--- config.mk ---
export PLATFORM = sky130hd
export DESIGN_NAME = conv_window_sequencer
export DESIGN_NICKNAME = d
export VERILOG_FILES = /design/src/rtl/conv_window_sequencer.sv
export SDC_FILE = /design/constraint.sdc
export NUM_CORES = 2
export LEC_CHECK = 0
export CAP_MARGIN = 40
export CORE_MARGIN = 2
export CORE_UTILIZATION = 30
export CTS_BUF_LIST = sky130_fd_sc_hd__clkbuf_8 sky130_fd_sc_hd__clkbuf_16
export CTS_CLUSTER_SIZE = 28
export DETAILED_ROUTE_END_ITERATION = 8
export GPL_TIMING_DRIVEN = 0
export PLACE_DENSITY = 0.51
export SLEW_MARGIN = 30
export SYNTH_ARGS = -nofsm -noshare
export SYNTH_HDL_FRONTEND = slang
export SYNTH_SLANG_ARGS = --single-unit
export TNS_END_PERCENT = 100
--- constraint.sdc ---
create_clock -name clk -period 8.3 [get_ports clk]
set_input_delay 1.245 -clock clk [delete_from_list [all_inputs] [get_ports clk]]
set_output_delay 1.245 -clock clk [all_outputs]
set_load 0.02 [all_outputs]
--- src/rtl/conv_window_sequencer.sv ---
// KxK convolution window sequencer: fetches pixel/weight pairs over one memory port and accumulates signed products.
// Optional build macro CONV_RELU_EN clamps a negative final sum to zero.
module conv_window_sequencer #(
  parameter int KMAX   = 5,
  parameter int ADDR_W = 32,
  parameter int DATA_W = 32
) (
  input  logic              clk,
  input  logic              rst,
  input  logic              start,
  input  logic [ADDR_W-1:0] in_base,
  input  logic [ADDR_W-1:0] wt_base,
  input  logic [15:0]       img_w,
  input  logic [3:0]        ksize,
  output logic              mem_req,
  output logic [ADDR_W-1:0] mem_addr,
  input  logic              mem_ack,
  input  logic [DATA_W-1:0] mem_rdata,
  output logic              busy,
  output logic              stall,
  output logic              done,
  output logic [DATA_W-1:0] result,
  output logic [2:0]        dbg_state
);

  typedef enum logic [2:0] {
    S_IDLE  = 3'd0,
    S_RD_IN = 3'd1,
    S_RD_WT = 3'd2,
    S_MAC   = 3'd3,
    S_DONE  = 3'd4
  } state_t;

  // Handshake: mem_addr is presented with mem_req=1 and held unchanged until
  // the cycle mem_ack=1, in which mem_rdata is captured.

  state_t            r_state;
  logic [ADDR_W-1:0] r_in_base;
  logic [ADDR_W-1:0] r_wt_base;
  logic [15:0]       r_img_w;
  logic [3:0]        r_k;
  logic [3:0]        r_r;
  logic [3:0]        r_c;
  logic [DATA_W-1:0] r_acc;
  logic [DATA_W-1:0] r_pix;
  logic [DATA_W-1:0] r_wt;
  logic              r_req;
  logic [ADDR_W-1:0] r_addr;
  logic              r_done;
  logic [DATA_W-1:0] r_result;

  logic [3:0]        w_k_eff;
  logic              w_last_c;
  logic              w_last;
  logic [3:0]        w_r_nxt;
  logic [3:0]        w_c_nxt;
  logic [DATA_W-1:0] w_prod;
  logic [DATA_W-1:0] w_sum;
  logic [ADDR_W-1:0] w_in_nxt;
  logic [ADDR_W-1:0] w_wt_addr;

  function automatic logic [DATA_W-1:0] f_out(input logic [DATA_W-1:0] a);
`ifdef CONV_RELU_EN
    return a[DATA_W-1] ? '0 : a;
`else
    return a;
`endif
  endfunction

  assign w_k_eff   = (ksize > 4'(KMAX)) ? 4'(KMAX) : ksize;
  assign w_last_c  = (r_c == r_k - 4'd1);
  assign w_last    = w_last_c && (r_r == r_k - 4'd1);
  assign w_c_nxt   = w_last_c ? 4'd0 : r_c + 4'd1;
  assign w_r_nxt   = w_last_c ? r_r + 4'd1 : r_r;
  // Low DATA_W bits of the signed product; the sum wraps without saturation.
  assign w_prod    = DATA_W'($signed(r_pix) * $signed(r_wt));
  assign w_sum     = r_acc + w_prod;
  assign w_in_nxt  = r_in_base + ((ADDR_W'(w_r_nxt) * ADDR_W'(r_img_w) + ADDR_W'(w_c_nxt)) << 2);
  assign w_wt_addr = r_wt_base + ((ADDR_W'(r_r) * ADDR_W'(r_k) + ADDR_W'(r_c)) << 2);

  always_ff @(posedge clk or posedge rst) begin
    if (rst) begin
      r_state   <= S_IDLE;
      r_in_base <= '0;
      r_wt_base <= '0;
      r_img_w   <= '0;
      r_k       <= '0;
      r_r       <= '0;
      r_c       <= '0;
      r_acc     <= '0;
      r_pix     <= '0;
      r_wt      <= '0;
      r_req     <= 1'b0;
      r_addr    <= '0;
      r_done    <= 1'b0;
      r_result  <= '0;
    end else begin
      r_done <= 1'b0;
      case (r_state)
        S_IDLE: begin
          if (start) begin
            r_in_base <= in_base;
            r_wt_base <= wt_base;
            r_img_w   <= img_w;
            r_k       <= w_k_eff;
            r_r       <= '0;
            r_c       <= '0;
            r_acc     <= '0;
            if (w_k_eff == 4'd0) begin
              r_result <= f_out('0);
              r_done   <= 1'b1;
              r_state  <= S_DONE;
            end else begin
              r_req   <= 1'b1;
              r_addr  <= in_base;
              r_state <= S_RD_IN;
            end
          end
        end
        S_RD_IN: begin
          if (mem_ack) begin
            r_pix   <= mem_rdata;
            r_addr  <= w_wt_addr;
            r_state <= S_RD_WT;
          end
        end
        S_RD_WT: begin
          if (mem_ack) begin
            r_wt    <= mem_rdata;
            r_req   <= 1'b0;
            r_state <= S_MAC;
          end
        end
        S_MAC: begin
          r_acc <= w_sum;
          r_r   <= w_r_nxt;
          r_c   <= w_c_nxt;
          if (w_last) begin
            r_result <= f_out(w_sum);
            r_done   <= 1'b1;
            r_state  <= S_DONE;
          end else begin
            r_req   <= 1'b1;
            r_addr  <= w_in_nxt;
            r_state <= S_RD_IN;
          end
        end
        S_DONE: begin
          r_state <= S_IDLE;
        end
        default: begin
          r_req   <= 1'b0;
          r_state <= S_IDLE;
        end
      endcase
    end
  end

  assign mem_req   = r_req;
  assign mem_addr  = r_addr;
  assign busy      = (r_state != S_IDLE);
  assign stall     = busy;
  assign done      = r_done;
  assign result    = r_result;
  assign dbg_state = r_state;

endmodule

Yosys cells after proc, flatten, opt, wreduce, memory -nomap -nowiden
Index checks and enable logic that the tools add are counted.
{"block": "op_classes", "addsub": 8, "multipliers": 3, "order_cmp": 1, "eq_ne": 13, "muxes": 32, "bitwise": 1, "n_reduce_logical": 15}
{"op": "32-bit two-way mux", "n": 8}
{"op": "32-bit one-hot mux with 2 select lines", "n": 2}
{"op": "32-bit one-hot mux with 3 select lines", "n": 1}
{"op": "32-bit by 11-bit adder with 32-bit output", "n": 1}
{"op": "32-bit by 23-bit adder with 32-bit output", "n": 1}
{"op": "32-bit adder", "n": 1}
{"op": "32-bit by 32-bit multiplier with 32-bit output", "n": 1}
{"op": "20-bit by 4-bit adder with 21-bit output", "n": 1}
{"op": "4-bit by 16-bit multiplier with 20-bit output", "n": 1}
{"op": "4-bit two-way mux", "n": 4}
{"op": "4-bit one-hot mux with 2 select lines", "n": 2}
{"op": "3-bit two-way mux", "n": 5}
{"op": "2-bit inequality test (second input constant)", "n": 7}
{"op": "3-bit one-hot mux with 4 select lines", "n": 1}
{"op": "5-bit AND reduction", "n": 2}
{"op": "8-bit by 4-bit adder with 9-bit output", "n": 1}
{"op": "4-bit by 1-bit adder with 4-bit output (second input constant)", "n": 2}
{"op": "4-bit equality test", "n": 2}
{"op": "4-bit by 4-bit multiplier with 8-bit output", "n": 1}
{"op": "2-bit AND reduction", "n": 4}
{"op": "1-bit two-way mux", "n": 7}
{"op": "3-bit by 2-bit equality test with 1-bit output (second input constant)", "n": 2}
{"op": "3-bit nonzero test", "n": 2}
{"op": "4-bit by 3-bit > comparator with 1-bit output (second input constant)", "n": 1}
{"op": "other kinds (13)", "n": 13}
{"block": "totals", "reg_bits": 257, "output_inout_bits": 71}

Depth between registers and ports, before layout
{"block": "logic_depth", "word_depth": 8, "ltp_mapped": 34, "ltp_nobuf": 32}

Least setup slack after synthesis
No wires, ideal clock.
{"block": "synth_timing", "path_type": "reg2reg", "start": "register r_k[0]", "end": "register r_addr[26] (netlist: mem_addr[26])", "setup_ps": 95, "arrival_time_ps": 7157, "t_required_ps": 8205, "setup_slack_ps": 1048, "path_stages_with_launch": 32, "n_path_buf": 2, "path_cell_list": "dfrtp_1 inv_1 ha_1 xnor2_1 nor2_1 and3_1 buf_2 nand4_1 xnor2_1 clkbuf_1 nand2_1 fa_1 fa_1 fa_1 inv_1 ha_1 a21o_1 a21oi_2 o21ai_1 a21o_1 a41o_1 o41a_1 a211o_2 o31ai_4 xnor2_1 ha_1 a21oi_1 o21ai_0 a221o_1 a21oi_1 nor3b_1 o31ai_1"}
{"block": "synth_between", "elab_chain_cells": 8, "elab_cells_between_ends": 17}
{"element": "start, declared", "line": "41", "source": "logic [3:0] r_k;"}
{"element": "start signal, assigned", "line": "105", "source": "r_k <= w_k_eff;"}
{"element": "4-bit by 1-bit subtractor with 4-bit output", "line": "71, 72"}
{"element": "4-bit equality test", "line": "71", "source": "assign w_last_c = (r_c == r_k - 4'd1);"}
{"element": "4-bit two-way mux", "line": "74", "source": "assign w_r_nxt = w_last_c ? r_r + 4'd1 : r_r;"}
{"element": "4-bit by 16-bit multiplier with 20-bit output", "line": "78", "source": "assign w_in_nxt = r_in_base + ((ADDR_W'(w_r_nxt) * ADDR_W'(r_img_w) + ADDR_W'(w_c_nxt)) << 2);"}
{"element": "20-bit by 4-bit adder with 21-bit output", "line": "78"}
{"element": "32-bit by 23-bit adder with 32-bit output", "line": "78"}
{"element": "32-bit two-way mux", "line": "138", "source": "if (w_last) begin"}
{"element": "32-bit one-hot mux with 3 select lines", "line": "99", "source": "case (r_state)"}
{"element": "end signal, assigned", "line": "115", "source": "r_addr <= in_base;"}
{"element": "end signal, assigned", "line": "123", "source": "r_addr <= w_wt_addr;"}
{"element": "end signal, assigned", "line": "144", "source": "r_addr <= w_in_nxt;"}
{"element": "end, declared", "line": "48", "source": "logic [ADDR_W-1:0] r_addr;"}
Parallel ways exist; a longest one is shown, timed or not. The select of a mux whose other input is x is not followed.
A chain may end at the register's enable or synchronous reset.

Final worst setup path
{"block": "layout_timing", "start": "register r_pix[6]", "end": "register r_result[31] (netlist: result[31])"}
{"block": "layout_between", "elab_chain_cells": 4}
{"element": "start, declared", "line": "45", "source": "logic [DATA_W-1:0] r_pix;"}
{"element": "start signal, assigned", "line": "122", "source": "r_pix <= mem_rdata;"}
{"element": "32-bit by 32-bit multiplier with 32-bit output", "line": "76", "source": "assign w_prod = DATA_W'($signed(r_pix) * $signed(r_wt));"}
{"element": "32-bit adder", "line": "77", "source": "assign w_sum = r_acc + w_prod;"}
{"element": "32-bit two-way mux", "line": "138"}
{"element": "32-bit one-hot mux with 2 select lines", "line": "99"}
{"element": "end signal, assigned", "line": "110", "source": "r_result <= f_out('0);"}
{"element": "end signal, assigned", "line": "139", "source": "r_result <= f_out(w_sum);"}
{"element": "end, declared", "line": "50", "source": "logic [DATA_W-1:0] r_result;"}
No other way between the ends. The select of a mux whose other input is x is not followed.

==> impl_metrics.py <==
metrics = {
    "critical_path": {
        "start_kind": "flip-flop",
        "worstPathMaxFanout": 10,
        "end_kind": "flip-flop",
        "crit_type": "reg -> reg",
        "arrival_ns": 8.49,
        "worstPathRequired_ns": 8.76,
    },
    "place": {
        "io_buffers": 190,
        "place_congestion": 0.899,
        "post-place-ws_ns": -0.489,
        "dp_hpwl_mm": 88.1,
    },
    "synth": {
        "synth_area_um2": 31700,
        "async_flop_share_pct": 100,
        "synthAdderAreaFrac_pct": 40.1,
        "synth_top_family_by_area": "adder cells",
        "synth_xor_area_share_pct": 4.54,
        "ys_types": 75,
        "syn_inst": 3408,
        "ys_seq_elements": 257,
        "synthesis.nets": 4256,
        "synth-edff-count": 0,
        "yosys_warnings": 0,
        "synth-simple-area-share_pct": 14.6,
        "synth-seq-area-share_pct": 20.3,
        "synth_area_per_cell_um2": 9.29,
        "synth_compound_area_share_pct": 7.60,
        "yosys-mux-area-fraction_pct": 4.36,
        "synth_flop_cell": "dfrtp_1",
    },
    "die": {
        "start_util_pct": 30.2,
        "ioPinCount": 191,
        "die_h_um": 329,
        "coreArea_um2": 105000,
        "die_area_um2": 108000,
        "row_count": 119,
        "die-width_um": 329,
    },
    "clock_network": {
        "htreeDepth": 2,
        "cts.path.max_buffers": 3,
        "clock_latency_ns": 0.58,
        "clock-sinks": 257,
        "cts_buffers": 34,
        "clock-root-buffer": "clkbuf_16",
        "cts_tree": "built",
        "clk_pin_slew_ns": 0.06,
    },
    "sta": {
        "final-max-slew-violation-count": 0,
        "hold_slack_ns": 0.473,
        "timing.fmax_mhz": 124,
        "setup_violations": 0,
        "setup_ws_ns": 0.265,
        "fin_crit_ns": 8.03,
        "tightest_slew_ns": 0.869,
        "fin_tns_setup_ns": 0,
        "grt_setup_unrepaired": "false",
        "fin_skew_ns": 0.0501,
        "hold_violations": 0,
        "finalCritPeriodShare_pct": 96.8,
        "maxSlewHeadroom_pct": 42.1,
    },
    "status": {
        "status": "finished clean",
    },
    "layout": {
        "final_cell_mix": "nand2_1 (698), inv_1 (543), fa_1 (478), dfrtp_1 (255), ha_1 (249)",
        "seqCellArea_um2": 6430,
        "area_growth_pct": 17.0,
        "final_common_cell": "nand2_1",
        "insertedDiodeCount": 0,
        "nets": 4510,
        "n_fill_cell": 10800,
        "drive_above_1_share_pct": 7.16,
        "post-route-util_pct": 35.3,
        "multiInputGateArea_um2": 22600,
    },
    "route": {
        "drc": 0,
        "drt_iter0_markers": 1669,
        "ant_nets": 0,
        "via_per_inst": 4.81,
        "drt_pass1_iterations": 5,
        "vias": 24400,
        "drt_wl_total_mm": 108,
        "drt-wirelength-per-cell_um": 21.2,
    },
    "global_routing": {
        "grt_pass1_vias": 25300,
        "grt_max_degree": 27,
        "overflow": 0,
        "grtUsageTotal_pct": 20.3,
        "antenna_found_initial": 8,
        "grt_pass1_wl_mm": 163,
    },
    "worst_hold_path": {
        "hold_path_class": "reg -> reg",
    },
    "job": {
        "drv_cap": 0,
    },
}
## registers in the layout, indices dropped and copies added, names as in the netlist
register   flops
dbg_state      3
r_acc         32
r_pix         32
r_wt          32
r_k            4
r_img_w       16
done           1
r_in_base     32
r_c            4
mem_req        1
mem_addr      32
r_wt_base     32
result        32
r_r            4
## synth_stat cells, types with 18 or more instances
cell | n | area (um^2)
clkbuf_1 | 146 | 548
a21o_1 | 24 | 180
xor2_1 | 33 | 289
nand2_1 | 698 | 2620
ha_1 | 250 | 3130
inv_1 | 538 | 2020
dfrtp_1 | 257 | 6430
o21ai_1 | 46 | 230
a211oi_1 | 18 | 135
o21ai_0 | 65 | 325
nor2b_1 | 53 | 332
nand3_1 | 20 | 100
a21oi_1 | 98 | 490
and2_1 | 113 | 707
o31ai_1 | 20 | 150
xnor2_1 | 124 | 1090
fa_1 | 478 | 9570
nor2_1 | 81 | 304
mux2_2 | 95 | 1070
## metrics by stage
step / cells / area [um^2]
after floorplan: 3408 / 31700
after global placement: 4989 / 35300
after detailed placement: 5014 / 35700
after CTS: 5075 / 36900
after global routing: 5077 / 37100
final: 5077 / 37100
## worst max-delay path, stage by stage, from the launching register on
cell	delay, ns
dfrtp_1	0.32
clkbuf_1	0.54
clkbuf_2	0.48
nand2_1	0.15
fa_1	0.58
inv_1	0.05
fa_1	0.38
fa_1	0.46
fa_1	0.49
inv_1	0.05
fa_1	0.48
fa_1	0.59
inv_1	0.07
fa_1	0.52
fa_1	0.45
ha_1	0.37
a21o_1	0.20
a21o_1	0.21
a21oi_1	0.20
nand3_1	0.09
a21oi_1	0.33
o21ai_1	0.19
a31oi_1	0.31
xnor2_1	0.18
a22o_1	0.23
## cell type report
cell class	count	share of cell area, %
buffer	168	1.90
clock buffer	41	2.56
clock inverter	19	0.608
inverter	543	5.51
multi-input combinational	2438	61.1
sequential	257	17.4
tap	1391	4.70
timing repair buffer	220	6.25
## worst paths after layout
path,cells after the start,to,from,slack (ns)
min reg2reg,2,r_acc[18],r_acc[18],0.47
max,24,result[31],r_pix[6],0.27
min,2,r_acc[18],r_acc[18],0.47
max in group asynchronous,6,r_wt[16],rst,6.14
max reg2reg,24,result[31],r_pix[6],0.27
min in group asynchronous,2,done,rst,0.99
## metal layers
metal	up-vias	GRT usage [%]	wire length, um
met4	10	4.43	2310
met1	12500	27.6	47000
met2	692	33.7	51400
met5	-	0	63
met3	114	3.59	6900
li1	11100	-	-
## cells by family (layout without fill, tap and decap cells)
family	after synthesis	after routing
adder cells (fa/ha/maj)	728	728
AO/OA/AOI/OAI	374	374
XOR/XNOR	160	160
flip-flops	257	257
buffers and inverters	713	991
AND/OR/NAND/NOR	1052	1052
multiplexers	124	124
## repair_timing
item                       in CTS  in global routing
hold buffers                    0                  0
pin swaps                       1                  3
setup buffers                   1                  1
setup endpoints to repair      15                 26
gates resized for setup         8                 42
Power is not shown: default switching activity piles up to over one toggle a cycle in this logic, so the estimate is an artifact.
